--- src/rtl/lampfpu_log_rndr_pkg.sv ---
// Shared bfloat16 constants, rounder FSM state type and the round-to-nearest-even helper
// used by the log, divide and sqrt result paths.
package lampfpu_log_rndr_pkg;

    localparam int LAMP_FLOAT_E_DW   = 8;
    localparam int LAMP_FLOAT_F_DW   = 7;
    localparam int LAMP_FLOAT_E_BIAS = 127;

    localparam logic [LAMP_FLOAT_E_DW+LAMP_FLOAT_F_DW-1:0] INF_E_F =
        {{LAMP_FLOAT_E_DW{1'b1}}, {LAMP_FLOAT_F_DW{1'b0}}};
    localparam logic [LAMP_FLOAT_E_DW+LAMP_FLOAT_F_DW-1:0] QNAN_E_F =
        {{LAMP_FLOAT_E_DW{1'b1}}, 1'b1, {(LAMP_FLOAT_F_DW-1){1'b0}}};

    typedef enum logic [1:0] {
        RNDR_IDLE = 2'd0,
        RNDR_RND  = 2'd1,
        RNDR_OUT  = 2'd2
    } rndrState_t;

    typedef struct packed {
        logic [LAMP_FLOAT_E_DW:0] eExt;
        logic [LAMP_FLOAT_F_DW:0] mant;
        logic                     inexact;
    } rndRes_t;

    // mantGrs = {hidden, frac, G, R, S}; a carry out of the hidden bit renormalises
    // to 1.0 and bumps the exponent, which is kept one bit wider to expose overflow.
    function automatic rndRes_t FUNC_rndNearestEven(
        input logic [LAMP_FLOAT_E_DW:0]   eExt,
        input logic [LAMP_FLOAT_F_DW+3:0] mantGrs
    );
        rndRes_t                  res;
        logic [LAMP_FLOAT_F_DW:0] mant;
        logic [LAMP_FLOAT_F_DW+1:0] sum;
        logic                     g;
        logic                     r;
        logic                     s;
        logic                     inc;
        mant = mantGrs[LAMP_FLOAT_F_DW+3:3];
        g    = mantGrs[2];
        r    = mantGrs[1];
        s    = mantGrs[0];
        inc  = g & (r | s | mant[0]);
        sum  = {1'b0, mant} + {{(LAMP_FLOAT_F_DW+1){1'b0}}, inc};
        res.inexact = g | r | s;
        if (sum[LAMP_FLOAT_F_DW+1]) begin
            res.mant = {1'b1, {LAMP_FLOAT_F_DW{1'b0}}};
            res.eExt = eExt + 1'b1;
        end else begin
            res.mant = sum[LAMP_FLOAT_F_DW:0];
            res.eExt = eExt;
        end
        return res;
    endfunction

endpackage

--- src/rtl/lampfpu_rnd_core.sv ---
// Combinational rounding datapath: overflow-bit pre-shift, RNE, then Inf/zero resolution
// with overflow taking priority over flush-to-zero.
module lampfpu_rnd_core
    import lampfpu_log_rndr_pkg::*;
#(
    parameter int E_DW    = LAMP_FLOAT_E_DW,
    parameter int F_DW    = LAMP_FLOAT_F_DW,
    parameter int EXP_MAX = 255
) (
    input  logic                   s,
    input  logic [E_DW-1:0]        e,
    input  logic [F_DW+4:0]        f,
    input  logic                   isOverflow,
    input  logic                   isUnderflow,
    input  logic                   isToRound,
    output logic [E_DW+F_DW:0]     result,
    output logic                   overflow,
    output logic                   underflow,
    output logic                   inexact
);

    localparam logic [E_DW:0] EXP_MAX_X = (E_DW+1)'(EXP_MAX);

    logic [E_DW:0]   preE;
    logic [F_DW+3:0] preMant;
    rndRes_t         rnd;
    logic            isOvf;
    logic            isUnf;

    // A set overflow bit means the mantissa is in [2,4): renormalise while keeping sticky.
    always_comb begin
        preE    = {1'b0, e};
        preMant = f[F_DW+3:0];
        if (f[F_DW+4]) begin
            preE    = {1'b0, e} + 1'b1;
            preMant = {f[F_DW+4:2], f[1] | f[0]};
        end
    end

    assign rnd   = FUNC_rndNearestEven(preE, preMant);
    assign isOvf = isOverflow | (rnd.eExt >= EXP_MAX_X);
    assign isUnf = isUnderflow | (e == '0) | ~rnd.mant[F_DW];

    always_comb begin
        result    = '0;
        overflow  = 1'b0;
        underflow = 1'b0;
        inexact   = 1'b0;
        if (!isToRound) begin
            result = {s, e, f[F_DW+2:3]};
        end else begin
            inexact = rnd.inexact;
            if (isOvf) begin
                result   = {s, INF_E_F};
                overflow = 1'b1;
            end else if (isUnf) begin
                result    = {s, {(E_DW+F_DW){1'b0}}};
                underflow = 1'b1;
            end else begin
                result = {s, rnd.eExt[E_DW-1:0], rnd.mant[F_DW-1:0]};
            end
        end
    end

endmodule

--- src/rtl/lampfpu_log_rndr.sv ---
// Log-unit result rounder: captures the one-cycle result pulse, rounds it on the next
// cycle and holds the packed bfloat16 word under a valid/ack handshake.
module lampfpu_log_rndr
    import lampfpu_log_rndr_pkg::*;
#(
    parameter int E_DW    = LAMP_FLOAT_E_DW,
    parameter int F_DW    = LAMP_FLOAT_F_DW,
    parameter int EXP_MAX = 255
) (
    input  logic                   clk,
    input  logic                   rst,
    input  logic                   valid_i,
    input  logic                   s_i,
    input  logic [E_DW-1:0]        e_i,
    input  logic [F_DW+4:0]        f_i,
    input  logic                   isOverflow_i,
    input  logic                   isUnderflow_i,
    input  logic                   isToRound_i,
    input  logic                   ack_i,
    output logic                   ready_o,
    output logic                   valid_o,
    output logic [E_DW+F_DW:0]     result_o,
    output logic                   overflow_o,
    output logic                   underflow_o,
    output logic                   inexact_o,
    output logic                   drop_o
);

    rndrState_t          state;

    logic                capS_p0;
    logic [E_DW-1:0]     capE_p0;
    logic [F_DW+4:0]     capF_p0;
    logic                capOvf_p0;
    logic                capUnf_p0;
    logic                capToRound_p0;

    logic [E_DW+F_DW:0]  coreResult_p1;
    logic                coreOvf_p1;
    logic                coreUnf_p1;
    logic                coreInexact_p1;

    assign ready_o = (state == RNDR_IDLE);

    lampfpu_rnd_core #(
        .E_DW    (E_DW),
        .F_DW    (F_DW),
        .EXP_MAX (EXP_MAX)
    ) uRndCore (
        .s           (capS_p0),
        .e           (capE_p0),
        .f           (capF_p0),
        .isOverflow  (capOvf_p0),
        .isUnderflow (capUnf_p0),
        .isToRound   (capToRound_p0),
        .result      (coreResult_p1),
        .overflow    (coreOvf_p1),
        .underflow   (coreUnf_p1),
        .inexact     (coreInexact_p1)
    );

    always_ff @(posedge clk or posedge rst) begin
        if (rst) begin
            state         <= RNDR_IDLE;
            capS_p0       <= 1'b0;
            capE_p0       <= '0;
            capF_p0       <= '0;
            capOvf_p0     <= 1'b0;
            capUnf_p0     <= 1'b0;
            capToRound_p0 <= 1'b0;
            valid_o       <= 1'b0;
            result_o      <= '0;
            overflow_o    <= 1'b0;
            underflow_o   <= 1'b0;
            inexact_o     <= 1'b0;
            drop_o        <= 1'b0;
        end else begin
            if (valid_i && (state != RNDR_IDLE)) begin
                drop_o <= 1'b1;
            end
            case (state)
                // p0: capture the log unit's result pulse
                RNDR_IDLE: begin
                    if (valid_i) begin
                        capS_p0       <= s_i;
                        capE_p0       <= e_i;
                        capF_p0       <= f_i;
                        capOvf_p0     <= isOverflow_i;
                        capUnf_p0     <= isUnderflow_i;
                        capToRound_p0 <= isToRound_i;
                        state         <= RNDR_RND;
                    end
                end
                // p1: register the rounded word and flags
                RNDR_RND: begin
                    result_o    <= coreResult_p1;
                    overflow_o  <= coreOvf_p1;
                    underflow_o <= coreUnf_p1;
                    inexact_o   <= coreInexact_p1;
                    valid_o     <= 1'b1;
                    state       <= RNDR_OUT;
                end
                RNDR_OUT: begin
                    if (ack_i) begin
                        valid_o <= 1'b0;
                        state   <= RNDR_IDLE;
                    end
                end
                default: state <= RNDR_IDLE;
            endcase
        end
    end

endmodule

--- config.mk ---
export PLATFORM = sky130hd
export DESIGN_NAME = lampfpu_log_rndr
export DESIGN_NICKNAME = d
export VERILOG_FILES = /design/src/rtl/lampfpu_log_rndr_pkg.sv /design/src/rtl/lampfpu_rnd_core.sv /design/src/rtl/lampfpu_log_rndr.sv
export SDC_FILE = /design/constraint.sdc
export NUM_CORES = 1
export LEC_CHECK = 0
export CORE_MARGIN = 2
export CORE_UTILIZATION = 40
export CTS_BUF_LIST = sky130_fd_sc_hd__clkbuf_8
export CTS_CLUSTER_SIZE = 8
export DETAILED_ROUTE_END_ITERATION = 12
export PLACE_DENSITY_LB_ADDON = 0.12
export SYNTH_ARGS = -nofsm -noshare
export SYNTH_HDL_FRONTEND = slang
export SYNTH_HIERARCHICAL = 1
export SYNTH_SLANG_ARGS = --single-unit
--- constraint.sdc ---
create_clock -name clk -period 3.1 [get_ports clk]
set_clock_uncertainty 0.05 [all_clocks]
set_input_delay 0.465 -clock clk [delete_from_list [all_inputs] [get_ports clk]]
set_output_delay 0.465 -clock clk [all_outputs]
set_load 0.01 [all_outputs]
# Word level (Yosys, flattened, before mapping)
# Cells that the tools add are included.
# op_classes
bitwise,10
n_addsub,3
mux,17
magnitude_cmp,1
n_reduce_logical,8
n_eq_ne,4
# ops
cell,n
$mux W15,3
$mux W17,1
$mux W11,1
$add A8 B1 Y9,1
$add A8 B1 Y9 const B,1
$add A9 B1 Y9 const B,1
$ge A9 B8 Y1 const B,1
$mux W9,1
$logic_not A8 Y1,1
$or A1 B1 Y1,8
$mux W1,7
$pmux W2 S3,1
$reduce_and A2 Y1,3
$mux W2,2
$ne A2 B2 Y1 const B,2
$reduce_bool A2 Y1,2
$eq A2 B1 Y1 const B,1
$eq A2 B2 Y1 const B,1
$logic_not A2 Y1,1
$pmux W1 S2,1
$and A1 B1 Y1,1
$logic_and A1 B1 Y1,1
$not A1 Y1,1
# word_totals
register_bits,47
word_cells,56

# Logic depth before layout (Yosys ltp)
# Gate-level depths: netlist (run 1).
# depth
word_depth,12
depth_mapped,14
ltp_nobuf,12

# Modules after synthesis
# Netlist (run 1), hierarchy kept.
# modules_own_cells
mod,cells_per_inst,area_per_inst_um2,instances
lampfpu_log_rndr,105,1770.4,1
lampfpu_rnd_core,175,1263.7,1

# Worst setup path before layout (run 1)
# Ideal clock, no wire load.
# synth_timing
path_kind,register -> register
startpoint,register capF_p0[11]
endpoint,register result_o[14]
setup_slack_ns,-0.025
setup_ns,0.064
required_ns,2.986
period_less_slack_ns,3.125
arrival_time_ns,3.011
path_stages_with_launch,15
cell_sequence,dfrtp_1 buf_6 clkbuf_8 clkbuf_1 mux2i_1 nor2b_1 ha_1 nand3_1 or2_0 buf_6 o31ai_4 nand4_1 or4b_1 o2111ai_1 mux2_2
# synth_via
elab_chain_cells,11
elab_cells_between_ends,15
classes_between,2 x add/sub; 1 x order compare; 6 x mux; 6 x bitwise
# synth_rtl
item,line_no,text
from (decl),lampfpu_log_rndr.sv:33,logic [F_DW+4:0] capF_p0;
from (signal assigned),lampfpu_log_rndr.sv:87,capF_p0 <= f_i;
$mux W11,lampfpu_rnd_core.sv:34,if (f[F_DW+4]) begin
$or A1 B1 Y1 (2 in a row),lampfpu_log_rndr_pkg.sv:43,inc = g & (r | s | mant[0]);
$and A1 B1 Y1,lampfpu_log_rndr_pkg.sv:43,
$add A8 B1 Y9,lampfpu_log_rndr_pkg.sv:44,"sum = {1'b0, mant} + {{(LAMP_FLOAT_F_DW+1){1'b0}}, inc};"
$mux W17 *,lampfpu_log_rndr_pkg.sv:46,if (sum[LAMP_FLOAT_F_DW+1]) begin
"parallel branches: the longest is 3 deep, another holds $ge A9 B8 Y1",--,
$mux W15 *,lampfpu_rnd_core.sv:53,if (isOvf) begin
$mux W15 *,lampfpu_rnd_core.sv:49,if (!isToRound) begin
named net coreResult_p1[14],lampfpu_log_rndr.sv:38,logic [E_DW+F_DW:0] coreResult_p1;
to (signal assigned),lampfpu_log_rndr.sv:96,result_o <= coreResult_p1;
to (decl),lampfpu_log_rndr.sv:22,"output logic [E_DW+F_DW:0] result_o,"
# Mark *: on every way through the listed nets, which the timed path passes.
# A chain may end at the register's enable or synchronous reset.

# Final worst setup path (run 1)
# layout_timing
startpoint,register capE_p0[1]
endpoint,register result_o[7]
# layout_via
elab_chain_cells,8
elab_cells_between_ends,12
classes_between,2 x add/sub; 1 x order compare; 5 x mux; 3 x bitwise; 1 x reduce/logical
# layout_rtl
item,line_no,text
from (decl),lampfpu_log_rndr.sv:32,logic [E_DW-1:0] capE_p0;
from (signal assigned),lampfpu_log_rndr.sv:86,capE_p0 <= e_i;
$add A8 B1 Y9,lampfpu_rnd_core.sv:35,"preE = {1'b0, e} + 1'b1;"
$mux W9,lampfpu_rnd_core.sv:34,
$add A9 B1 Y9,lampfpu_log_rndr_pkg.sv:48,res.eExt = eExt + 1'b1;
$mux W17,lampfpu_log_rndr_pkg.sv:46,
$ge A9 B8 Y1,lampfpu_rnd_core.sv:41,assign isOvf = isOverflow | (rnd.eExt >= EXP_MAX_X);
$or A1 B1 Y1,lampfpu_rnd_core.sv:41,
$mux W15 *,lampfpu_rnd_core.sv:53,
$mux W15 *,lampfpu_rnd_core.sv:49,
named net coreResult_p1[7],lampfpu_log_rndr.sv:38,
# Mark *: on every way through the listed nets, which the timed path passes. The rest lies on a longest branch.

==> results of run 1 <==
-- state kept, by name, indices dropped and copies added (netlist names) --
register	cells
capS_p0	1
capOvf_p0	1
capUnf_p0	1
underflow_o	1
overflow_o	1
inexact_o	1
capE_p0	8
drop_o	1
capToRound_p0	1
result_o	16
capF_p0	12
state	2
valid_o	1
-- final cells by class --
cell class | count | area, um2 | share of cell area, %
clock buffers | 5 | 68.82 | 1.901
clock inverters | 3 | 12.51 | 0.3457
inverters | 9 | 33.78 | 0.9333
multi-input cells | 199 | 1615 | 44.62
flip-flops and latches | 47 | 1177 | 32.53
well taps | 99 | 123.9 | 3.422
repair buffers | 62 | 588.1 | 16.25
-- layout by cell type (no fill, tap or decap), types with 5 or more instances in the layout --
master           count
dfrtp_1             46
inv_1               10
o211ai_1             6
clkdlybuf4s50_1     49
nand3_1              9
xnor2_1              8
mux2i_1              7
nor2_1              13
o21ai_0              8
buf_4               13
nand2_1             18
nand4_1              8
o2bb2ai_1            6
mux2_2              43
clkbuf_8             5
-- repair_timing --
item,in CTS,in global routing
endpoints found under the setup margin,0,16
gates resized for setup,0,3
buffers inserted,0,0
-- layer usage --
| layer | global-route usage (%) | share of wire, % | routed length, um | vias to the layer above |
|---|---|---|---|---|
| met5 | 0 | 0 | 0 | - |
| met4 | 2.652 | 0.42 | 27 | 0 |
| met3 | 3.237 | 2.6 | 171 | 4 |
| met2 | 28.21 | 51 | 3282 | 30 |
| met1 | 21.96 | 46 | 3005 | 1106 |
| li1 | - | - | - | 1115 |
-- power by group through the flow --
stage / Sequential (uW) / Clock (uW) / Combinational [uW]
global placement: 1280 / 0 / 2110
finish: 1260 / 347 / 2130
floorplan: 1170 / 0 / 1700
detailed placement: 1280 / 0 / 2130
CTS: 1270 / 369 / 2130
global route: 1330 / 400 / 2350
-- worst paths after layout --
path | endpoint | cells past startpoint | from | slack, ns
worst max-delay path | result_o[7]$_DFFE_PP0P_ | 11 | capE_p0[1]$_DFFE_PP0P_ | 0.23
worst min-delay path | overflow_o$_DFFE_PP0P_ | 1 | overflow_o$_DFFE_PP0P_ | 0.44
worst max register to register | result_o[7]$_DFFE_PP0P_ | 11 | capE_p0[1]$_DFFE_PP0P_ | 0.23
worst min register to register | overflow_o$_DFFE_PP0P_ | 1 | overflow_o$_DFFE_PP0P_ | 0.44
max in group asynchronous | capE_p0[1]$_DFFE_PP0P_ | 3 | rst | 1.99
min in group asynchronous | result_o[0]$_DFFE_PP0P_ | 3 | rst | 0.56
-- cells by family (layout without fill, tap and decap cells) --
kind of cell	after synthesis	after routing
multiplexers	51	51
XOR/XNOR	13	13
adder cells (fa/ha/maj)	4	4
AO/OA/AOI/OAI	55	55
flip-flops	47	47
buffers and inverters	34	79
AND/OR/NAND/NOR	76	76
-- through the flow --
stage	setup WS (ns)	total power (uW)	instances	area (um2)	util, %
global placement	0.1256	3386	416	3528	48.39
CTS	0.08202	3774	424	3610	49.50
global route	0.003808	4079	424	3620	49.64
finish	0.2296	3741	424	3620	49.64
detailed placement	0.1120	3411	416	3528	48.39
floorplan	0.06070	2868	280	3035	-
==> out/qor.csv, run 1 <==
stage;metric;value;unit
run_status;run status;finished clean;
sta;max-slew violations;0;
setup_path;highest net fanout along the worst path;9;
logic_synthesis;Synth Warn #;6;
logic_synthesis;sequential fraction of the synthesis area;38.76;%
die;Total Die Area;0.008298;mm2
final_layout;fill count;718;
clock_tree;hold_buf cts;0;
die;row count;31;
power;Comb pwr share;57.0;%
global_routing;vias in the first global route;2199;
placement;Detail Placement HPWL;4701;um
route;post-DR wirelength/cell;15.30;um
setup_path;Worst EP required;3.23;ns
flow_run;Max-Cap Viols;0;
clock_tree;Clock Tree Buf Depth;2;
die;Die Y;91.10;um
setup_path;Crit path max-delay family;compound AO/OA/AOI/OAI gates;
logic_synthesis;syn avg cell area;10.84;um2
logic_synthesis;adder-cell share of the synthesized area;1.649;%
sta;period utilisation layout;92.59;%
sta;RSZ-0062 raised after global routing;false;
setup_path;Max stage delay cell, worst path;dfrtp_2;
die;I/O pins;50;
final_layout;nets@finish;356;
logic_synthesis;number of enable flip-flop cells after synthesis;0;
sta;final hold slack;0.4370;ns
sta;post-route minimum period;2.870;ns
logic_synthesis;ranking of synthesized cells by area;dfrtp_1, mux2_2, buf_6;
route;drt first pass iters;4;
logic_synthesis;Synth area leader;dfrtp_1;
route;detailed-route via count;2255;
logic_synthesis;post-synthesis simple-gate area fraction;13.94;%
setup_path;worst path buffer plus inverter count;1;
sta;final setup violation count;0;
logic_synthesis;post-synthesis register bit count;47;
route;Final ANT Viol Nets;0;
logic_synthesis;Syn Inst Count;280;
placement;Port-buffer cells;49;
final_layout;Area Growth Syn to Fin;19.30;%
final_layout;share of layout cells above drive strength 1;22.77;%
clock_tree;worst skew pair latency;0.29;ns
route;Post-route DRC;0;
global_routing;GRT overflow;0;
final_layout;diode count;0;
power;Clk pwr share;9.3;%
power;Static Leakage;0.001399;uW
logic_synthesis;synthesized cell area;0.003034;mm2
placement;routability-driven placement congestion ratio;0.7888;
power;P_sw;1553;uW
logic_synthesis;ys flop type;dfrtp_1;
logic_synthesis;most frequent cells after synthesis;dfrtp_1, mux2_2, nand2_1;
sta;final setup TNS;0;ns
setup_path;critical path startpoint category;register;
setup_path;Setup CP Type;reg -> reg;
clock_tree;H-tree levels;2;
setup_path;CP Capture Type;register;
power;Reg power frac;33.8;%
logic_synthesis;Async SR Flop Fraction;100.0;%
global_routing;largest net degree at the start of global routing;48;
clock_tree;Sinks on Clock Net;47;
clock_tree;CTS clock-pin slew for the worst setup and hold paths;0.08;ns
sta;relative slew slack;57.94;%
sta;slew at the pin closest to its max-slew limit;0.6302;ns
die;Core Region;0.007292;mm2
clock_tree;Root Buffer;clkbuf_8;
hold_path;worst min path class;reg -> reg;
route;drt total wl;6488;um
logic_synthesis;xor/xnor share of the synthesized area;4.206;%
setup_path;Arrival @ worst endpoint;3.00;ns
logic_synthesis;Yosys top cell area share;38.76;%
route;Via density;5.318;
route;DRT iter0 DRCs;94;
logic_synthesis;complex-gate fraction of the synthesized area;14.52;%
logic_synthesis;multiplexer area fraction after synthesis;18.64;%
global_routing;first-pass GRT wire length;11170;um
global_routing;Total Routing Usage GR;16.47;%
global_routing;antenna violations before repair;0;
logic_synthesis;Netlist cell types;57;
clock_tree;CTS tree;done;
sta;hold violation total from the final report;0;
power;Peak VDD IR;0.0004622;V
logic_synthesis;most numerous cell in the Yosys netlist;dfrtp_1;
setup_path;CP dominant cell by count;ha_1;
setup_path;Cell Chain, Critical Path;inv_1 > ha_1 > nand2_1 > o21ai_0 > ha_1 > xnor3_1 > a2bb2oi_1 > o21a_1 > o21ai_4 > a211o_1 > mux2_2;
sta;Max Clock Freq;348.4;MHz
clock_tree;CTS Buf Count;5;
die;Starting Density;41.61;%
power;Cell Int Power;2187;uW
setup_path;slowest stage delay, CP;0.43;ns
power;Cell Pwr Density;1033;mW/mm2
power;Sw Ratio;41.52;%
die;width of the die;91.10;um
logic_synthesis;syn_nets;312;
logic_synthesis;main combinational cell family by area after synthesis;multiplexers;
Power figures use the tool's default switching activity.
==> inputs of run 2 (changes only) <==
--- a/config.mk
+++ b/config.mk
@@ -6,10 +6,10 @@
 export NUM_CORES = 1
 export LEC_CHECK = 0
 export CORE_MARGIN = 2
-export CORE_UTILIZATION = 40
+export CORE_UTILIZATION = 55
 export CTS_BUF_LIST = sky130_fd_sc_hd__clkbuf_8
-export CTS_CLUSTER_SIZE = 8
 export DETAILED_ROUTE_END_ITERATION = 12
+export DONT_BUFFER_PORTS = 1
 export PLACE_DENSITY_LB_ADDON = 0.12
 export SYNTH_ARGS = -nofsm -noshare
 export SYNTH_HDL_FRONTEND = slang
==> out/qor.csv, run 2 (same netlist as run 1, synthesis figures left out) <==
stage;metric;value;unit
run_status;run status;finished clean;
final_layout;nets@finish;304;
sta;Max Clock Freq;344.3;MHz
global_routing;GRT overflow;0;
sta;final setup violation count;0;
final_layout;Area Growth Syn to Fin;1.484;%
setup_path;CP Capture Type;register;
power;Static Leakage;0.001188;uW
placement;routability-driven placement congestion ratio;0.8811;
route;DRT iter0 DRCs;104;
flow_run;Max-Cap Viols;0;
sta;final hold slack;0.2184;ns
setup_path;Setup CP Type;reg -> reg;
route;Post-route DRC;0;
global_routing;met2 Use GR;36.81;%
placement;Setup Slack @ Placement;0.1031;ns
placement;Port-buffer cells;0;
final_layout;commonest non-fill, non-tap cell in the layout;dfrtp_1;
clock_tree;Clock Tree Buf Depth;2;
sta;max-slew violations;0;
die;Core Region;0.005405;mm2
setup_path;Cell Chain, Critical Path;inv_1 > ha_1 > nand2_1 > o21ai_0 > ha_1 > inv_1 > nor4_1 > a2bb2oi_1 > o21a_1 > o21ai_4 > o22ai_1 > mux2_2;
global_routing;Total Routing Usage GR;21.42;%
setup_path;worst reg-to-reg path cell count;12;
power;Peak VDD IR;0.0005098;V
clock_tree;CTS Buf Count;5;
route;detailed-route via count;2053;
clock_tree;worst skew pair latency;0.29;ns
setup_path;Max stage delay cell, worst path;dfrtp_2;
die;I/O pins;50;
setup_path;Worst EP required;3.23;ns
setup_path;slowest stage delay, CP;0.44;ns
global_routing;antenna violations before repair;0;
sta;relative slew slack;35.30;%
setup_path;critical path startpoint category;register;
global_routing;M3 GR Usage;3.678;%
final_layout;most frequent cells in the layout;dfrtp_1, mux2_2, nand2_1;
setup_path;Crit. Startpoint;capE_p0[1]$_DFFE_PP0P_;
global_routing;most used routing layer;met2;
global_routing;vias in the first global route;2088;
clock_tree;hold_buf cts;0;
die;Total Die Area;0.006127;mm2
final_layout;Largest Register;result_o;
final_layout;share of layout cells above drive strength 1;26.74;%
clock_tree;H-tree levels;2;
sta;slew at the pin closest to its max-slew limit;0.9691;ns
global_routing;largest net degree at the start of global routing;48;
final_layout;diode count;0;
final_layout;top flop regs;result_o x16, capF_p0 x12, capE_p0 x8;
placement;post-placement cell area;0.002982;mm2
global_routing;met1 usage;28.24;%
hold_path;worst min path class;in -> async;
die;width of the die;78.28;um
final_layout;max reg flops;16;
global_routing;first-pass GRT wire length;10360;um
die;row count;27;
sta;PnR worst setup slack;0.1953;ns
sta;period utilisation layout;93.70;%
route;drt total wl;6177;um
setup_path;Arrival @ worst endpoint;3.04;ns
route;Final ANT Viol Nets;0;
setup_path;reg2reg start;capE_p0[1]$_DFFE_PP0P_;
die;Die Y;78.28;um
clock_tree;Root Buffer;clkbuf_8;
route;Via density;5.951;
clock_tree;Sinks on Clock Net;47;
route;post-DR wirelength/cell;17.90;um
final_layout;Final Cell Area;0.003079;mm2
placement;Detail Placement HPWL;4405;um
power;Cell Pwr Density;1132;mW/mm2
clock_tree;CTS clock-pin slew for the worst setup and hold paths;0.09;ns
route;drt first pass iters;4;
clock_tree;CTS tree;done;
sta;hold violation total from the final report;0;
setup_path;highest net fanout along the worst path;9;
die;Starting Density;56.13;%
final_layout;Final Util;56.97;%
sta;post-route minimum period;2.905;ns
power;Tot Pwr;3486;uW
run 2: critical path, delay by kind of cell, from the launching register on:
kind	cells	cell delay (ns)
AOI/OAI and AO/OA	5	0.90
DFF	1	0.44
muxes	1	0.28
and+or+nand+nor	2	0.41
buffers and inverters	2	0.12
adders and majority gates	2	0.58
run 2: power by group:
group,leakage [uW],switching (uW),internal (uW)
logic,0.000587,887,884
clock network,0.0000453,206,155
registers,0.000556,445,909
run 2: routing by layer:
layer,up-vias,wire length (um)
met4,0,55
li1,1014,-
met5,-,0
met2,27,3125
met1,1006,2828
met3,6,168
run 2: path summary, 6_finish.rpt:
kind	endpoint	slack [ns]
max	result_o[1]$_DFFE_PP0P_	0.20
min	state[0]$_DFFE_PP0P_	0.22
max reg2reg	result_o[1]$_DFFE_PP0P_	0.20
min reg2reg	result_o[15]$_DFFE_PP0P_	0.46
max in group asynchronous	capE_p0[1]$_DFFE_PP0P_	2.13
min in group clk	capE_p0[1]$_DFFE_PP0P_	0.26
run 2: timing repair:
| action | CTS | global route |
|---|---|---|
| resized for setup | 0 | 5 |
| endpoints found under the hold margin | 0 | 0 |
| setup endpoints to repair | 0 | 17 |
| buffers inserted | 0 | 0 |
run 2: area by class of cell:
cell class,instances,area [um2]
Fill cell,498,2326
Clock buffer,5,68.82
Clock inverter,3,16.27
Timing Repair Buffer,10,75.07
Inverter,9,33.78
Sequential cell,47,1177
Tap cell,72,90.09
Multi-Input combinational cell,199,1618
run 2: stage by stage:
stage / setup TNS (ns) / std cells
after floorplan: 0 / 280
after global placement: 0 / 337
after detailed placement: 0 / 337
after CTS: 0 / 345
after global routing: -0.007048 / 345
final: 0 / 345
==> inputs of run 3 (changes only) <==
--- a/config.mk
+++ b/config.mk
@@ -6,7 +6,7 @@
 export NUM_CORES = 1
 export LEC_CHECK = 0
 export CORE_MARGIN = 2
-export CORE_UTILIZATION = 55
+export CORE_UTILIZATION = 35
 export CTS_BUF_LIST = sky130_fd_sc_hd__clkbuf_8
 export DETAILED_ROUTE_END_ITERATION = 12
 export DONT_BUFFER_PORTS = 1
==> constraint.sdc (replaced) <==
create_clock -name clk -period 3.1 [get_ports clk]
set_clock_uncertainty 0.05 [all_clocks]
set_input_delay 0.93 -clock clk [delete_from_list [all_inputs] [get_ports clk]]
set_output_delay 0.93 -clock clk [all_outputs]
set_load 0.01 [all_outputs]
==> out/qor.csv, run 3 (same netlist as run 1, synthesis figures left out) <==
stage;metric;value;unit
run_status;run status;finished clean;
sta;Max Clock Freq;356.0;MHz
placement;Setup Slack @ Placement;0.2291;ns
route;drt first pass iters;4;
final_layout;share of layout cells above drive strength 1;28.21;%
final_layout;Largest Register;result_o;
global_routing;first-pass GRT wire length;11760;um
die;width of the die;97.11;um
sta;post-route minimum period;2.809;ns
clock_tree;Post-CTS Setup Bufs;0;
route;post-DR wirelength/cell;17.80;um
setup_path;Setup CP Type;reg -> reg;
die;I/O pins;50;
power;Peak VDD IR;0.0004124;V
route;Via density;5.488;
die;Core Region;0.008299;mm2
power;Static Leakage;0.001226;uW
route;Final ANT Viol Nets;0;
final_layout;Area Growth Syn to Fin;4.701;%
placement;post-placement cell area;0.003088;mm2
hold_path;worst min path class;reg -> reg;
final_layout;Final Cell Area;0.003177;mm2
global_routing;Total Routing Usage GR;15.33;%
final_layout;nets@finish;311;
clock_tree;H-tree levels;2;
flow_run;Max-Cap Viols;0;
clock_tree;worst skew pair latency;0.30;ns
power;Cell Pwr Density;1123;mW/mm2
final_layout;area of the multi-input gates;0.001610;mm2
final_layout;top flop regs;result_o x16, capF_p0 x12, capE_p0 x8;
clock_tree;CTS Buf Count;5;
route;DRT iter0 DRCs;63;
setup_path;Worst EP required;3.25;ns
global_routing;antenna violations before repair;0;
final_layout;Non-Filler Instances;385;
sta;PnR worst setup slack;0.2910;ns
sta;RSZ-0062 raised after global routing;false;
global_routing;vias in the first global route;2148;
clock_tree;Clock Tree Buf Depth;2;
sta;slew at the pin closest to its max-slew limit;0.6381;ns
final_layout;diode count;0;
placement;Port-buffer cells;0;
setup_path;critical path startpoint category;register;
final_layout;register area;0.001176;mm2
final_layout;commonest non-fill, non-tap cell in the layout;dfrtp_1;
clock_tree;Root Buffer;clkbuf_8;
final_layout;Final Util;38.28;%
clock_tree;Sinks on Clock Net;47;
sta;period utilisation layout;90.61;%
die;Die Y;97.11;um
setup_path;highest net fanout along the worst path;17;
placement;Detail Placement HPWL;4983;um
route;drt total wl;6852;um
setup_path;Arrival @ worst endpoint;2.95;ns
die;Starting Density;36.56;%
placement;dpl cells;377;
clock_tree;CTS tree;done;
final_layout;fill count;850;
sta;final setup violation count;0;
placement;routability-driven placement congestion ratio;0.9088;
global_routing;GRT overflow;0;
setup_path;CP Capture Type;register;
sta;relative slew slack;57.41;%
clock_tree;CTS clock-pin slew for the worst setup and hold paths;0.09;ns
global_routing;largest net degree at the start of global routing;48;
final_layout;most frequent cells in the layout;dfrtp_1, mux2_2, nand2_1;
die;Total Die Area;0.009429;mm2
sta;hold violation total from the final report;0;
die;row count;33;
route;Post-route DRC;0;
sta;max-slew violations;0;
sta;final setup TNS;0;ns
route;detailed-route via count;2113;
final_layout;max reg flops;16;
-- run 3: worst paths after layout --
path	startpoint	end	slack [ns]	cells past startpoint
max in group asynchronous	rst	capToRound_p0$_DFFE_PP0P_	2.29	2
max reg2reg	capF_p0[11]$_DFFE_PP0P_	result_o[7]$_DFFE_PP0P_	0.29	9
min in group asynchronous	rst	result_o[0]$_DFFE_PP0P_	0.49	2
min reg2reg	capS_p0$_DFFE_PP0P_	capS_p0$_DFFE_PP0P_	0.46	1
min	capS_p0$_DFFE_PP0P_	capS_p0$_DFFE_PP0P_	0.46	1
max	capF_p0[11]$_DFFE_PP0P_	result_o[7]$_DFFE_PP0P_	0.29	9
-- run 3: area by class of cell --
| class | instances | share of cell area, % |
|---|---|---|
| Clock buffer | 5 | 2.166 |
| Clock inverter | 3 | 0.5120 |
| Inverter | 9 | 1.063 |
| Multi-Input combinational cell | 199 | 50.69 |
| Sequential cell | 47 | 37.02 |
| Tap cell | 105 | 4.135 |
| Timing Repair Buffer | 17 | 4.411 |
-- run 3: repair_timing --
| item | 4_1_cts | 5_1_grt |
|---|---|---|
| hold buffers | 0 | 0 |
| gates resized for setup | 0 | 2 |
| endpoints found under the setup margin | 0 | 2 |
-- run 3: per-layer routing --
metal / routed length, um / global-route usage (%) / vias up
li1: - / - / 1024
met1: 3120 / 20.11 / 1037
met2: 3347 / 25.21 / 43
met3: 265 / 3.597 / 9
met4: 119 / 4.550 / 0
met5: 0 / 0 / -
-- run 3: through the flow --
stage	hold WS, ns	power [uW]
finish	0.4599	3566
CTS	0.4668	3614
detailed placement	0.4450	3230
global placement	0.4381	3223
global route	0.4959	3884
floorplan	0.4287	2868
-- run 3: critical path: stages, from the launching register on --
cell	delay, ns
dfrtp_1	0.43
buf_4	0.23
o21ai_0	0.28
ha_1	0.28
xnor3_1	0.34
a2bb2oi_1	0.18
o21a_1	0.16
o21ai_2	0.14
a211o_1	0.35
mux2_2	0.26
-- run 3: power breakdown --
part	switching [uW]	internal, uW	total [uW]
combinational	944	927	1870
sequential	418	908	1330
clock	214	155	369
total	1580	1990	3570
